File: src/rtl/parity_scan_ctrl.sv
// Bounded parity-integrity scan over the fetch memory: walks 0..LAST_ADDR, counts mismatches, reports done.
// Build option: PARITY_SCAN_STOP_ON_ERR_EN ends the scan at the first mismatching word.
module parity_scan_ctrl #(
    parameter int ADDR_W    = 4,
    parameter int DATA_W    = 8,
    parameter int LAST_ADDR = 15
) (
    input  logic              clk,
    input  logic              rst,
    input  logic              start,
    output logic [ADDR_W-1:0] addr,
    input  logic [DATA_W-1:0] s_data,
    input  logic              s_parity,
    output logic              busy,
    output logic              done,
    output logic [ADDR_W:0]   err_cnt,
    output logic              err_flag,
    output logic [ADDR_W-1:0] first_err_addr
);

    // state | meaning
    // IDLE  | waiting for start, results held
    // SCAN  | one word checked per clock, addr advancing
    // DONE  | one-cycle completion pulse, then back to IDLE

    typedef enum logic [1:0] {
        IDLE = 2'd0,
        SCAN = 2'd1,
        DONE = 2'd2
    } state_t;

    localparam logic [ADDR_W-1:0] LAST = ADDR_W'(LAST_ADDR);

    state_t state;
    logic   mismatch;
    logic   scan_end;

    assign mismatch = ((^s_data) != s_parity);

`ifdef PARITY_SCAN_STOP_ON_ERR_EN
    assign scan_end = (addr == LAST) || mismatch;
`else
    assign scan_end = (addr == LAST);
`endif

    always_ff @(posedge clk) begin
        if (rst) begin
            state          <= IDLE;
            addr           <= '0;
            busy           <= 1'b0;
            done           <= 1'b0;
            err_cnt        <= '0;
            err_flag       <= 1'b0;
            first_err_addr <= '0;
        end else begin
            done <= 1'b0;
            case (state)
                IDLE: begin
                    busy <= 1'b0;
                    if (start) begin
                        state          <= SCAN;
                        busy           <= 1'b1;
                        addr           <= '0;
                        err_cnt        <= '0;
                        err_flag       <= 1'b0;
                        first_err_addr <= '0;
                    end
                end
                SCAN: begin
                    if (mismatch) begin
                        err_cnt  <= err_cnt + 1'b1;
                        err_flag <= 1'b1;
                        // err_flag is cleared at start, so low here means no earlier mismatch
                        if (!err_flag)
                            first_err_addr <= addr;
                    end
                    if (scan_end) begin
                        state <= DONE;
                        busy  <= 1'b0;
                        done  <= 1'b1;
                    end else begin
                        addr <= addr + 1'b1;
                    end
                end
                DONE: begin
                    state <= IDLE;
                    busy  <= 1'b0;
                end
                default: begin
                    state <= IDLE;
                    busy  <= 1'b0;
                end
            endcase
        end
    end

endmodule

File: config.mk
export PLATFORM = sky130hd
export DESIGN_NAME = parity_scan_ctrl
export DESIGN_NICKNAME = d
export VERILOG_FILES = /design/src/rtl/parity_scan_ctrl.sv
export SDC_FILE = /design/constraint.sdc
export NUM_CORES = 1
export LEC_CHECK = 0
export ABC_AREA = 1
export CORE_ASPECT_RATIO = 1.25
export CORE_MARGIN = 3
export CORE_UTILIZATION = 46
export DETAILED_ROUTE_END_ITERATION = 16
export GPL_TIMING_DRIVEN = 0
export PLACE_DENSITY = 0.81
export SYNTH_ARGS = -nofsm -noshare
export SYNTH_HDL_FRONTEND = slang
export SYNTH_SLANG_ARGS = --single-unit
File: constraint.sdc
create_clock -name clk -period 1.7 [get_ports clk]
set_input_delay 0.255 -clock clk [delete_from_list [all_inputs] [get_ports clk]]
set_output_delay 0.255 -clock clk [all_outputs]
set_load 0.1 [all_outputs]
* Word-level counts from Yosys, hierarchy flattened
Index checks and enable logic that the tools add are counted.
** Word-level totals
- Register bits after elaboration :: 18
- Latch bits :: 0
- Memory bits (writable) :: 0
- ROM bits :: 0
- Input port bits :: 12
- Output and inout port bits :: 16
- Word-level logic and storage cells :: 45
- Memories kept :: 0
** Operators by class
- Add/sub/neg operators :: 2
- Multipliers :: 0
- Div/mod/pow operators :: 0
- $lt $le $gt $ge :: 0
- Equality and inequality tests :: 8
- Shift operators :: 0
- Muxes and demuxes :: 19
- Bitwise logic cells :: 1
- Reductions and logical operators :: 8
** Operators with widths (count)
- 2-to-1 mux 4 bit :: 4
- one-hot mux 4 bit (2 select lines) :: 2
- 2-to-1 mux 5 bit :: 2
- != test 2 bit, second input constant :: 5
- one-hot mux 5 bit (2 select lines) :: 1
- XOR reduction 8 bit :: 1
- AND reduction 3 bit :: 2
- adder 5 x 1 -> 5 bit, second input constant :: 1
- 2-to-1 mux 1 bit :: 5
- adder 4 x 1 -> 4 bit, second input constant :: 1
- equality test 4 bit, second input constant :: 1
- 2-to-1 mux 2 bit :: 2
- one-hot mux 1 bit (2 select lines) :: 2
- one-hot mux 2 bit (2 select lines) :: 1
- AND reduction 4 bit :: 1
- equality test 2 x 1 -> 1 bit, second input constant :: 1
- zero test 2 bit :: 1
- AND reduction 2 bit :: 1
- nonzero test 2 bit :: 1
- OR reduction 2 bit :: 1
- != test 1 bit :: 1
- inverter 1 bit :: 1

* Depth between registers and ports, before layout
- Depth after elaboration :: 4
- Mapped depth :: 12
- Mapped depth without buffers :: 12

* Worst setup path before layout
Ideal clock, no wire load.
- Kind :: register to register
- Start :: register addr[1]
- End :: register addr[3]
- Setup time :: 122 ps
- Arrival time :: 1996 ps
- Data required time :: 1578 ps
- Slack :: -418 ps
- Stages on the path, launching flop included :: 9
- Buffers on the path :: 0
- Period minus slack after synthesis :: 2118 ps
- Path through :: dfxtp_1 > ha_1 > nand3_1 > nand2_1 > nand2_1 > inv_2 > nor2_2 > a31oi_1 > nor3b_1
** Between the ends
- Longest elaborated chain between the ends :: 3
- Elaborated cells between the ends (all ways) :: 6
- Those cells by class :: 1 x add/sub; 2 x eq/ne; 2 x mux; 1 x reduce/logical
** RTL lines
- start, declared :: line 11 : output logic [ADDR_W-1:0] addr,
- start signal, assigned :: line 82 : addr <= addr + 1'b1;
- adder 4 x 1 -> 4 bit or equality test 4 bit (tied branches) :: line 82, 43
- 2-to-1 mux 4 bit or != test 2 bit (tied branches)
- one-hot mux 4 bit (2 select lines) or AND reduction 3 bit (tied branches)
Several ways; a longest one is shown, not always the timed one. The select of a mux whose other input is x is not followed.
A chain may end at the register's enable or synchronous reset.

* Worst setup path in the final report
- Start :: register addr[2]
- End :: output port addr[2]
No word-level cell between the ends.

==> results.txt <==
----------------------------------------------------
[Clock network]
  H-Tree Level Count ... 1
  TritonCTS clock tree ... yes
  CTS Buf Count ... 3
  Hold_buf cts ... 0
  Post-CTS Setup Inserts ... 0
  Clk buf depth ... 2
  Clk sinks ... 18
  Cell at the root of the clock tree ... sky130_fd_sc_hd__clkbuf_4
  Clock network latency to the later pin of the worst-skew pair ... 0.31 ns
  Reg clk slew, reported paths ... 0.10 ns
  Post-cts sizing count ... 48

[Yosys]
  Total standard cell area after synthesis ... 981 sq um
  Flop and latch count out of synthesis ... 18
  Dominant cell by count in the synthesized netlist ... sky130_fd_sc_hd__nand2_1
  Number of synthesized flops with an enable pin ... 0
  Top cell type by total area after synthesis ... sky130_fd_sc_hd__dfxtp_1
  Count of mapped cells out of synthesis ... 148
  Synth Net Count ... 162
  List of most frequent post-synthesis cells ... sky130_fd_sc_hd__nand2_1 (37), sky130_fd_sc_hd__nor2_1 (21), sky130_fd_sc_hd__inv_1 (19)
  Primary flip-flop cell chosen by synthesis mapping ... sky130_fd_sc_hd__dfxtp_1
  Avg Cell Area, Syn ... 6.63 sq um
  Count of unique library cells instantiated by Yosys ... 24
  Count of yosys warnings during synthesis ... 0
  Main area contributors after synthesis ... sky130_fd_sc_hd__dfxtp_1 (37%), sky130_fd_sc_hd__nand2_1 (14%), sky130_fd_sc_hd__nor2_1 (8.0%), sky130_fd_sc_hd__inv_1 (7.3%), sky130_fd_sc_hd__nand3_1 (7.1%)
  Part of the Yosys area used for sequential elements ... 0.367
  Fraction of registers with async set/reset ... 0
  Area share of the largest cell type after synthesis ... 0.367

[STA]
  Min cycle time layout ... 1.55 ns
  Post-Route Skew ... 0.00424 ns
  Minimum hold slack ... 0.492 ns
  Count of final max-slew check failures ... 0
  Share of the cycle needed by the critical path after routing ... 0.913
  Setup TNS ... 0 ns
  Fmax ... 645 MHz
  # setup viols final ... 0
  RSZ-0062 raised after global routing ... no
  Slew at the pin with the worst max-slew slack ... 0.555 ns
  Count of endpoints failing hold in the final timing report ... 0
  Rel. slew slack ... 0.632

[Final layout]
  Number of nets in the layout ... 194
  Share of post-route cells with drive strength above 1 ... 0.201
  Area grow syn2layout ... 36.6%
  Number of inserted diodes ... 0

[Routing]
  Number of iterations in the first detailed-routing pass ... 4
  Drt total wl ... 2240 um
  Count of routing violations after the opening detailed-route iteration ... 10
  Average wire per standard cell ... 11.3 um
  Post-detailed-route count of antenna-violating nets ... 0
  Via count normalized by instance count ... 5.19
  Drt drc ... 0
  Routed via count ... 1033

[Worst setup path]
  Type of destination of the critical path ... output pin
  Crit path cell chain ... clkdlybuf4s15_2
  Crit path buf inv count ... 1
  Cell family with most CP delay ... buffers and inverters
  Crit Reg-Reg Endpoint ... addr[3]
  Kind of launch point of the worst setup path ... register
  Setup crit start ... addr[2]
  Largest fanout on the critical path ... 7
  Worst path depth ... 1
  Cell at the slowest stage of the critical path ... sky130_fd_sc_hd__clkdlybuf4s15_2
  Worst setup path endpoint ... addr[2]
  Data required time at the worst endpoint ... 1.44 ns
  Critical path class ... reg2out
  Data arrival time of the critical path ... 1.30 ns
  Biggest cell delay along the critical path ... 0.58 ns
  Number of cell instances on the worst register-to-register path ... 8
  Register-to-register setup slack ... 0.22 ns
  Worst reg2reg startpoint ... addr[1]

[GRT]
  Wire length of the first global-routing pass ... 3610 um
  GRT Overall Usage ... 0.179
  Via count of the first global-routing pass ... 917
  Pin count of the biggest net entering global routing ... 11
  Initial antenna violation count ... 0
  Remaining Overflow, GRT ... 0

[Pwr]
  Highest ir drop seen on vdd ... 0.000674 V
  Static power due to leakage ... 0.581 nW
  Areal power density over the cells ... 832 nW/um^2

[Floorplan]
  FP Rows ... 18
  Die area ... 2730 sq um
  Die H ... 57.6 um
  Number of top-level pins ... 28
  Floorplan core area ... 2000 sq um
  Die Span X ... 47.3 um
  Effective utilization at floorplan ... 0.489

[Placed design]
  Global placer's final weighted congestion ... 0.760
  Post-detailed-placement half-perimeter wirelength ... 1680 um
  IO Port Bufs ... 27

[Run]
  Reported max-cap violation count ... 0

[Worst hold path]
  Cell count of the worst hold path ... 2
  Type of the most critical hold path ... reg2reg

[Status]
  Run status ... finished clean

----------------------------------------------------
## per-stage QoR
| step | utilization | setup WS [ns] | power, mW | cell area [sq um] | cells |
|---|---|---|---|---|---|
| final | 0.669 | 0.149 | 1.11 | 1340 | 199 |
| after global routing | 0.669 | 0.0827 | 1.16 | 1340 | 199 |
| after CTS | 0.669 | 0.154 | 1.12 | 1340 | 199 |
| after detailed placement | 0.640 | -0.0793 | 0.856 | 1280 | 195 |
| after global placement | 0.640 | -0.0823 | 0.848 | 1280 | 195 |
| after floorplan | - | -0.0135 | 0.757 | 988 | 148 |
## per-layer routing
layer | global-route usage | up-vias | part of all wire
li1 | - | 535 | -
met3 | 0.0217 | 5 | 0.054
met2 | 0.322 | 32 | 0.52
met4 | 0.0949 | 0 | 0.021
met5 | 0 | - | 0
met1 | 0.189 | 461 | 0.40
## how the worst min path moves through the flow
stage,startpoint,endpoint,slack [ns]
2_1_floorplan,rst,first_err_addr[0],0.47
3_3_place_gp,first_err_addr[2],first_err_addr[2],0.47
3_5_place_dp,first_err_addr[2],first_err_addr[2],0.48
4_1_cts,first_err_addr[2],first_err_addr[2],0.50
5_1_grt,busy,busy,0.54
6_report,first_err_addr[2],first_err_addr[2],0.49
## cell usage in the layout, fill, tap and decap left out, drive strengths merged
cell and n:
nand4 3, clkdlybuf4s50 11, nor2 22, nand2 39
nor3b 1, a211oi 2, xnor2 1, xor2 2
nor3 3, a21oi 10, clkdlybuf4s15 16, clkbuf 6
inv 21, o21ai 3, ha 2, nand3 17
a31oi 1, buf 1, dfxtp 18
## where the power goes
part	switching [mW]	internal [mW]	leakage, nW
Combinational	0.274	0.105	0.411
Clock	0.143	0.131	0.0210
Sequential	0.0166	0.446	0.149
Total	0.433	0.682	0.581
## cell families after synthesis
family	synth area share
and+or+nand+nor	0.399
adders and majority gates	0.0255
AOI/OAI and AO/OA	0.0880
DFF	0.367
buffers and inverters	0.0931
xor gates and xnor gates	0.0268
## cell type report
type                       instances  area (sq um)
inverter                          21          78.8
fill                             183           664
timing repair buffer              27           290
sequential                        18           368
multi-input combinational        106           529
buffer                             3          12.5
tap                               20          25.0
clock buffer                       4          36.3
## state kept, by name (all words and copies together) (netlist names)
register	cells
err_flag	1
addr	4
first_err_addr	4
err_cnt	5
state	2
done	1
busy	1
No activity file was read; power rests on OpenSTA's default activity.
